`config.mk`:
```
export PLATFORM = sky130hd
export DESIGN_NAME = id_stage
export DESIGN_NICKNAME = d
export VERILOG_FILES = /design/src/rtl/pipe_pkg.sv /design/src/rtl/id_hazard_unit.sv /design/src/rtl/id_stage.sv
export SDC_FILE = /design/constraint.sdc
export NUM_CORES = 1
export LEC_CHECK = 0
export ABC_CLOCK_PERIOD_IN_PS = 2550
export BUFFER_PORTS_ARGS = -buffer_cell sky130_fd_sc_hd__buf_2
export CORE_MARGIN = 1.5
export CORE_UTILIZATION = 35
export CTS_CLUSTER_DIAMETER = 30
export CTS_CLUSTER_SIZE = 12
export DETAILED_ROUTE_END_ITERATION = 10
export PLACE_DENSITY_LB_ADDON = 0.15
export SKIP_LAST_GASP = 1
export SYNTH_ARGS = -nofsm -noshare
export SYNTH_HDL_FRONTEND = slang
export SYNTH_SLANG_ARGS = --single-unit
```
`constraint.sdc`:
```
create_clock -name clk -period 2.55 [get_ports clk]
set_input_delay 0.51 -clock clk [delete_from_list [all_inputs] [get_ports clk]]
set_output_delay 0.51 -clock clk [all_outputs]
set_load 0.01 [all_outputs]
```
`src/rtl/pipe_pkg.sv`:
```
// Shared pipeline definitions: opcode encodings and default datapath widths.
package pipe_pkg;

  localparam int DATA_W_DEF  = 32;
  localparam int RADDR_W_DEF = 5;
  localparam int CNT_W_DEF   = 16;

  typedef enum logic [5:0] {
    OP_RTYPE = 6'b000000,
    OP_BEQZ  = 6'b000100,
    OP_LW    = 6'b100011,
    OP_SW    = 6'b101011
  } opcode_e;

  function automatic logic is_legal_opcode(input logic [5:0] op);
    return (op == OP_RTYPE) || (op == OP_LW) || (op == OP_SW) || (op == OP_BEQZ);
  endfunction

endpackage

```
`src/rtl/id_hazard_unit.sv`:
```
// Combinational hazard detection for the decode stage: load-use and
// branch-operand dependencies against the instruction currently in ID/EX.
module id_hazard_unit
  import pipe_pkg::*;
#(
  parameter int RADDR_W = RADDR_W_DEF
) (
  input  logic [5:0]         opcode,
  input  logic [RADDR_W-1:0] rs_idx,
  input  logic [RADDR_W-1:0] rt_idx,
  input  logic               ex_valid,
  input  logic               ex_mem_read,
  input  logic               ex_reg_write,
  input  logic [RADDR_W-1:0] ex_rd,
  output logic               stall
);

  logic uses_rt;
  logic load_use;
  logic branch_hazard;

  // rt is only a source operand for R-type and store instructions.
  always_comb begin
    uses_rt       = (opcode == OP_RTYPE) || (opcode == OP_SW);
    load_use      = ex_valid && ex_mem_read && (ex_rd != '0) &&
                    ((ex_rd == rs_idx) || (uses_rt && (ex_rd == rt_idx)));
    branch_hazard = (opcode == OP_BEQZ) && ex_valid && ex_reg_write &&
                    (ex_rd != '0) && (ex_rd == rs_idx);
    stall         = load_use || branch_hazard;
  end

endmodule

```
`src/rtl/id_stage.sv`:
```
// Instruction decode stage: operand read with EX/MEM bypass, hazard stalls,
// branch resolution for beqz and the registered ID/EX payload.
module id_stage
  import pipe_pkg::*;
#(
  parameter int DATA_W  = DATA_W_DEF,
  parameter int RADDR_W = RADDR_W_DEF,
  parameter int CNT_W   = CNT_W_DEF
) (
  input  logic               clk,
  input  logic               reset,
  input  logic               if_valid,
  input  logic [31:0]        instruction,
  output logic [RADDR_W-1:0] rs_addr,
  output logic [RADDR_W-1:0] rt_addr,
  input  logic [DATA_W-1:0]  rs_data,
  input  logic [DATA_W-1:0]  rt_data,
  input  logic               fwd_valid,
  input  logic [RADDR_W-1:0] fwd_rd,
  input  logic [DATA_W-1:0]  fwd_data,
  input  logic               ex_ready,
  input  logic               flush,
  output logic               id_ready,
  output logic               ex_valid,
  output logic [5:0]         ex_opcode,
  output logic [RADDR_W-1:0] ex_rd,
  output logic [DATA_W-1:0]  ex_imm,
  output logic [DATA_W-1:0]  ex_rs_data,
  output logic [DATA_W-1:0]  ex_rt_data,
  output logic [DATA_W-1:0]  ex_store_data,
  output logic               ex_mem_read,
  output logic               ex_mem_write,
  output logic               ex_reg_write,
  output logic               branch_taken,
  output logic               illegal,
  output logic [CNT_W-1:0]   stall_cycles
);

  logic [5:0]         opcode;
  logic [RADDR_W-1:0] rd_idx;
  logic [DATA_W-1:0]  imm_ext;
  logic [DATA_W-1:0]  rs_op;
  logic [DATA_W-1:0]  rt_op;
  logic               stall;
  logic               legal;
  logic               accept;

  logic               ex_valid_d, ex_valid_q;
  logic [5:0]         ex_opcode_d, ex_opcode_q;
  logic [RADDR_W-1:0] ex_rd_d, ex_rd_q;
  logic [DATA_W-1:0]  ex_imm_d, ex_imm_q;
  logic [DATA_W-1:0]  ex_rs_data_d, ex_rs_data_q;
  logic [DATA_W-1:0]  ex_rt_data_d, ex_rt_data_q;
  logic [DATA_W-1:0]  ex_store_data_d, ex_store_data_q;
  logic               ex_mem_read_d, ex_mem_read_q;
  logic               ex_mem_write_d, ex_mem_write_q;
  logic               ex_reg_write_d, ex_reg_write_q;
  logic [CNT_W-1:0]   stall_cycles_d, stall_cycles_q;

  // Register 0 is hardwired to zero, so it is never bypassed either.
  function automatic logic [DATA_W-1:0] sel_operand(
    input logic [RADDR_W-1:0] idx,
    input logic [DATA_W-1:0]  reg_data,
    input logic               fv,
    input logic [RADDR_W-1:0] frd,
    input logic [DATA_W-1:0]  fdata
  );
    if (idx == '0) return '0;
    else if (fv && (frd == idx)) return fdata;
    else return reg_data;
  endfunction

  assign opcode  = instruction[31:26];
  assign rs_addr = RADDR_W'(instruction[25:21]);
  assign rt_addr = RADDR_W'(instruction[20:16]);
  assign rd_idx  = RADDR_W'(instruction[15:11]);
  assign imm_ext = {{(DATA_W-16){instruction[15]}}, instruction[15:0]};
  assign rs_op   = sel_operand(rs_addr, rs_data, fwd_valid, fwd_rd, fwd_data);
  assign rt_op   = sel_operand(rt_addr, rt_data, fwd_valid, fwd_rd, fwd_data);
  assign legal   = is_legal_opcode(opcode);

  id_hazard_unit #(.RADDR_W(RADDR_W)) u_hazard (
    .opcode       (opcode),
    .rs_idx       (rs_addr),
    .rt_idx       (rt_addr),
    .ex_valid     (ex_valid_q),
    .ex_mem_read  (ex_mem_read_q),
    .ex_reg_write (ex_reg_write_q),
    .ex_rd        (ex_rd_q),
    .stall        (stall)
  );

  // Flush wins over everything; otherwise ID/EX holds under backpressure and
  // takes either the decoded payload or a bubble when EX is ready.
  always_comb begin
    accept          = if_valid && !stall && ex_ready && !flush;
    id_ready        = flush || accept;
    branch_taken    = accept && (opcode == OP_BEQZ) && (rs_op == '0);
    illegal         = accept && !legal;

    ex_valid_d      = ex_valid_q;
    ex_opcode_d     = ex_opcode_q;
    ex_rd_d         = ex_rd_q;
    ex_imm_d        = ex_imm_q;
    ex_rs_data_d    = ex_rs_data_q;
    ex_rt_data_d    = ex_rt_data_q;
    ex_store_data_d = ex_store_data_q;
    ex_mem_read_d   = ex_mem_read_q;
    ex_mem_write_d  = ex_mem_write_q;
    ex_reg_write_d  = ex_reg_write_q;
    stall_cycles_d  = stall_cycles_q;

    if (flush || (ex_ready && !(accept && legal))) begin
      ex_valid_d      = 1'b0;
      ex_opcode_d     = '0;
      ex_rd_d         = '0;
      ex_imm_d        = '0;
      ex_rs_data_d    = '0;
      ex_rt_data_d    = '0;
      ex_store_data_d = '0;
      ex_mem_read_d   = 1'b0;
      ex_mem_write_d  = 1'b0;
      ex_reg_write_d  = 1'b0;
    end else if (accept) begin
      ex_valid_d      = 1'b1;
      ex_opcode_d     = opcode;
      ex_rd_d         = '0;
      ex_imm_d        = imm_ext;
      ex_rs_data_d    = rs_op;
      ex_rt_data_d    = rt_op;
      ex_store_data_d = '0;
      ex_mem_read_d   = 1'b0;
      ex_mem_write_d  = 1'b0;
      ex_reg_write_d  = 1'b0;
      case (opcode)
        OP_RTYPE: begin
          ex_rd_d        = rd_idx;
          ex_reg_write_d = 1'b1;
        end
        OP_LW: begin
          ex_rd_d        = rt_addr;
          ex_mem_read_d  = 1'b1;
          ex_reg_write_d = 1'b1;
        end
        OP_SW: begin
          ex_mem_write_d  = 1'b1;
          ex_store_data_d = rt_op;
        end
        default: ;
      endcase
    end

    // Only stall cycles that actually insert a bubble are counted.
    if (if_valid && stall && ex_ready && !flush && (stall_cycles_q != '1))
      stall_cycles_d = stall_cycles_q + CNT_W'(1);
  end

  always_ff @(posedge clk or negedge reset) begin
    if (!reset) begin
      ex_valid_q      <= 1'b0;
      ex_opcode_q     <= '0;
      ex_rd_q         <= '0;
      ex_imm_q        <= '0;
      ex_rs_data_q    <= '0;
      ex_rt_data_q    <= '0;
      ex_store_data_q <= '0;
      ex_mem_read_q   <= 1'b0;
      ex_mem_write_q  <= 1'b0;
      ex_reg_write_q  <= 1'b0;
      stall_cycles_q  <= '0;
    end else begin
      ex_valid_q      <= ex_valid_d;
      ex_opcode_q     <= ex_opcode_d;
      ex_rd_q         <= ex_rd_d;
      ex_imm_q        <= ex_imm_d;
      ex_rs_data_q    <= ex_rs_data_d;
      ex_rt_data_q    <= ex_rt_data_d;
      ex_store_data_q <= ex_store_data_d;
      ex_mem_read_q   <= ex_mem_read_d;
      ex_mem_write_q  <= ex_mem_write_d;
      ex_reg_write_q  <= ex_reg_write_d;
      stall_cycles_q  <= stall_cycles_d;
    end
  end

  assign ex_valid      = ex_valid_q;
  assign ex_opcode     = ex_opcode_q;
  assign ex_rd         = ex_rd_q;
  assign ex_imm        = ex_imm_q;
  assign ex_rs_data    = ex_rs_data_q;
  assign ex_rt_data    = ex_rt_data_q;
  assign ex_store_data = ex_store_data_q;
  assign ex_mem_read   = ex_mem_read_q;
  assign ex_mem_write  = ex_mem_write_q;
  assign ex_reg_write  = ex_reg_write_q;
  assign stall_cycles  = stall_cycles_q;

endmodule

```
# [Yosys cells after proc, flatten, opt, wreduce, memory -nomap -nowiden]
# Index checks and enable logic that the tools add are counted.
[classes] n_addsub=1 eq_ne=8 n_mux=29 n_reduce_logical=41
[ops] op="32-bit 2-to-1 mux" count=13
[ops] op="32-bit zero test" count=1
[ops] op="1-bit logical AND" count=22
[ops] op="5-bit == test" count=4
[ops] op="16-bit by 1-bit adder with 16-bit output (second input constant)" count=1
[ops] op="16-bit inequality test (second input constant)" count=1
[ops] op="6-bit == test (second input constant)" count=2
[ops] op="6-bit 2-to-1 mux" count=2
[ops] op="1-bit 2-to-1 mux" count=11
[ops] op="5-bit zero test" count=2
[ops] op="5-bit 2-to-1 mux" count=2
[ops] op="5-bit case mux with 2 select lines" count=1
[ops] op="1-bit logical OR" count=8
[ops] op="6-bit by 3-bit == test with 1-bit output (second input constant)" count=1
[ops] op="6-bit zero test" count=1
[ops] op="5-bit nonzero test" count=1
[ops] op="1-bit zero test" count=4
[ops] op="2-bit nonzero test" count=1
[ops] op="2-bit OR reduction" count=1
[totals] inputBits=139 wordCells=90 output_inout_bits=172 regBits=159

# [Longest topological paths before layout]
[depth] depth_word=15 depth_mapped=8 depth_no_buf=7

# [Hierarchy]
# A second synthesis with hierarchy kept.
[unflattened] cells_unflattened=632 hier_area_um2=6665.1
[by_module_without_submodules] module="id_stage" cells_each=609 instances=1 area_per_inst_um2=6493.7
[by_module_without_submodules] module="id_hazard_unit" cells_each=23 instances=1 area_per_inst_um2=171.4

# [Worst setup path before layout]
# No wires, ideal clock.
[synth_path] path_type="input-to-output" start="in instruction[22]" end="out branch_taken" path_stages=7 required_ns=2.040 t_arrival_ns=1.933 setup_slack_ns=0.107 cell_sequence="xor2_1 > nor4_1 > and3_1 > buf_2 > buf_2 > a21oi_1 > a211oi_1"
[synth_via] elab_chain_cells=10 elab_cells_between_ends=17 classes_between="eq/ne (2); mux (2); reduce/logical (13)"
[synth_lines] item="start: declaration" line_no="id_stage.sv:13" rtl="input logic [31:0] instruction,"
[synth_lines] item="branches (longest 9 deep; another with 32-bit 2-to-1 mux)"
[synth_lines] item="1-bit logical AND (*)" line_no="id_stage.sv:98" rtl="branch_taken = accept && (opcode == OP_BEQZ) && (rs_op == '0);"
[synth_lines] item="end: declaration" line_no="id_stage.sv:34" rtl="output logic branch_taken,"
# Mark *: on every way between the ends.

# [Worst setup path in the final report]
[layout_path] start="reg ex_rd_q[0] (netlist: ex_rd[0])" end="out branch_taken"
[layout_via] elab_chain_cells=11 elab_cells_between_ends=16 classes_between="eq/ne (2); reduce/logical (14)"
[layout_lines] item="start: declaration" line_no="id_stage.sv:50" rtl="logic [RADDR_W-1:0] ex_rd_d, ex_rd_q;"
[layout_lines] item="start signal: assignment" line_no="id_stage.sv:174" rtl="ex_rd_q <= ex_rd_d;"
[layout_lines] item="5-bit == test" line_no="id_hazard_unit.sv:26" rtl="((ex_rd == rs_idx) || (uses_rt && (ex_rd == rt_idx)));"
[layout_lines] item="1-bit logical AND" line_no="id_hazard_unit.sv:26"
[layout_lines] item="1-bit logical OR" line_no="id_hazard_unit.sv:26"
[layout_lines] item="1-bit logical AND" line_no="id_hazard_unit.sv:25" rtl="load_use = ex_valid && ex_mem_read && (ex_rd != '0) &&"
[layout_lines] item="1-bit logical OR (*)" line_no="id_hazard_unit.sv:29" rtl="stall = load_use || branch_hazard;"
[layout_lines] item="1-bit zero test (*)" line_no="id_stage.sv:96" rtl="accept = if_valid && !stall && ex_ready && !flush;"
[layout_lines] item="1-bit logical AND (*) (3 in a row)" line_no="id_stage.sv:96"
[layout_lines] item="1-bit logical AND (*) (2 in a row)" line_no="id_stage.sv:98"
# Mark *: on every way between the ends. The rest lies on a longest branch, timed or not.

==> run summary <==
Clock Skews = 0.00980 ns
Crit path time final = 2.61 ns
CP startpoint kind = register
Clk sink count = 143
Latest clock arrival within the worst-skew pair = 0.42 ns
# IOs = 311
Post-Synthesis Cells = 655
Drt total wl = 21,800 um
Final Slew Violations = 0
Syn_area_per_cell = 10.5 sq um
Fillers = 1,927
Gpl congestion = 0.912
DR iter-0 viols = 205
Final setup vio count = 2
CTS tree = built
Number of max-cap violations = 0
Hpwl dp = 16,300 um
GR Util All Layers = 21.5%
Worst Hold Class = input port to asynchronous set/reset pin
Synthesized cell area = 6890 sq um
CTS Buffer Depth = 2
Element type at the critical path end = primary output
Layout area overhead = 37.8%
Root buffer cell = clkbuf_16
Core area = 19,400 sq um
Wirelength per Cell = 17.4 um
Number of distinct library cells after synthesis = 48
Ys async rst share = 100%
H-tree depth = 4
Die area = 20,500 sq um
Setup CP Type = register to primary output
Worst path cell trace = or4_4, o21ai_2, nor2_1, o21ai_2, nand2_2, a211oi_2, buf_2
Most used cell, CP = o21ai_2
Post-route insts no fill = 1,252
Starting Density = 35.5%
Crit path max-delay cell type = or4_4
Failing checks = setup timing
Leakage = 4.88 nW
Register area share after synthesis = 52.0%
Final Cycle Share = 102%
CTS buffer count = 17
Die H = 143 um
PD cells = 547 nW/um^2
Number of buffers added on ports = 310
Ant diodes = 0
Worst path bufs/invs = 1
Die X = 143 um
Fin Setup TNS = -0.0731 ns
Post-synth EDFFs = 0
Pre-CTS setup slack = -0.0687 ns
Post-DRT Antenna Nets = 0
Max VDD drop = 441 uV
Hold_ws = 0.0253 ns
Layout cell share with drive strength beyond 1 = 46.2%
Row count = 51
Worst relative slew slack = 63.1%
#FFs+latches synth = 143
DP Cell Count = 1,218
Worst-path clk slew = 0.06 ns
DRC Markers = 0
First drt pass iteration count = 6
Unrepaired setup endpoints after global routing = true
Fmax = 384 MHz
Via count = 6,055
Global-route wire length before repair = 33,700 um
Pwr Total = 5.19 mW
Outcome = complete, but fails checks
Largest net degree at the start of global routing = 54
Final hold violation count = 0
Vias per cell = 4.84
Syn nets = 795
CP arrival = 2.10 ns
Hold-fix buffers, CTS = 0
Synthesis Warnings = 0
Critical Path RT = 2.04 ns
Kind of cell adding the most delay to the critical path = simple AND/OR/NAND/NOR gates
Ys flop type = dfrtp_1
Setup ws final = -0.0559 ns
Vias in the first global route = 5,995
CP peak stage delay = 0.53 ns
Fin nets = 1,114
Crit-path max FO = 4
Worst-margin pin slew = 0.551 ns
Grt ovf = 0
Initial antenna violation count = 0
[registers in the layout, indices dropped and copies added, names as in the netlist]
register and cells:
ex_store_data 32, ex_rd 5, ex_mem_read 1, ex_imm 16, ex_rs_data 32, ex_opcode 6, stall_cycles 16, ex_valid 1
ex_reg_write 1, ex_rt_data 32, ex_mem_write 1
[cells in the mapped netlist, types with 10 or more instances]
| master | instances | area (sq um) |
|---|---|---|
| xnor2_1 | 13 | 114 |
| nor2_1 | 15 | 56.3 |
| o21ai_0 | 77 | 385 |
| xor2_1 | 20 | 175 |
| o21ai_2 | 31 | 272 |
| nand3_1 | 10 | 50.1 |
| buf_2 | 10 | 50.1 |
| nor4_1 | 18 | 113 |
| dfrtp_1 | 143 | 3580 |
| nand2_1 | 120 | 450 |
| mux2i_1 | 64 | 641 |
| buf_4 | 29 | 218 |
| clkbuf_1 | 16 | 60.1 |
[stage by stage]
stage,cell area [sq um],utilization (%)
global placement,8860,45.7
finish,9490,48.9
floorplan,6890,-
global route,9490,48.9
CTS,9470,48.8
detailed placement,8860,45.7
[layer usage]
layer / track usage (%) / wire (um)
met4: 5.91 / 254
met2: 35.5 / 10500
met1: 27.6 / 9540
met5: 0 / 0
met3: 6.07 / 1480
[cells by family after synthesis]
logic type      synth area share (%)
simple gates                    14.3
xor+xnor                        4.20
compound gates                  13.8
mux                             9.52
fa+ha+maj                      0.182
buf+inv                         6.05
flops                           52.0
[repair_timing]
| action | in CTS | in global routing |
|---|---|---|
| gates resized for setup | 4 | 4 |
| endpoints found under the setup margin | 3 | 18 |
| hold endpoints to repair | 0 | 0 |
| buffers inserted | 1 | 1 |
| pin swaps | 1 | 1 |
[report_power, final]
part	leakage, nW	internal [mW]	switching (mW)
Clock	0.274	1.46	0.993
Sequential	1.99	2.28	0.00442
Combinational	2.61	0.188	0.264
Total	4.88	3.93	1.26
[worst paths after layout]
check	start	endpoint	slack, ns	cells after the start
min in group clk	instruction[8]	ex_imm[8]	0.31	2
max in group asynchronous	reset	ex_rs_data[14]	1.86	2
max reg2reg	ex_rd[0]	ex_rs_data[1]	0.32	9
min	reset	ex_imm[10]	0.03	1
max	ex_rd[0]	branch_taken	-0.06	7
min reg2reg	ex_rs_data[18]	ex_rs_data[18]	0.47	2
[cell type report]
cell class,instances,area [sq um],share of cell area (%)
Tap cell,265,332,3.49
Sequential cell,143,3580,37.7
Clock buffer,18,439,4.63
Multi-Input combinational cell,448,2930,30.9
Timing Repair Buffer,362,2060,21.7
Clock inverter,14,144,1.52
Inverter,2,7.51,0.0791
[layout by cell type, fill, tap and decap left out, types with 7 or more instances in the layout]
| cell type | instances |
|---|---|
| xnor2_1 | 13 |
| nor2_1 | 13 |
| nand2_1 | 119 |
| buf_4 | 43 |
| nand3_1 | 10 |
| nor4_1 | 17 |
| dfrtp_1 | 143 |
| buf_2 | 309 |
| o21ai_2 | 32 |
| a22o_2 | 8 |
| a22o_1 | 8 |
| mux2i_1 | 64 |
| o21ai_0 | 77 |
| xor2_1 | 20 |
| buf_12 | 9 |
| nand4_1 | 8 |
| clkbuf_16 | 17 |
| nor3_1 | 7 |
Power figures use the tool's default switching activity.
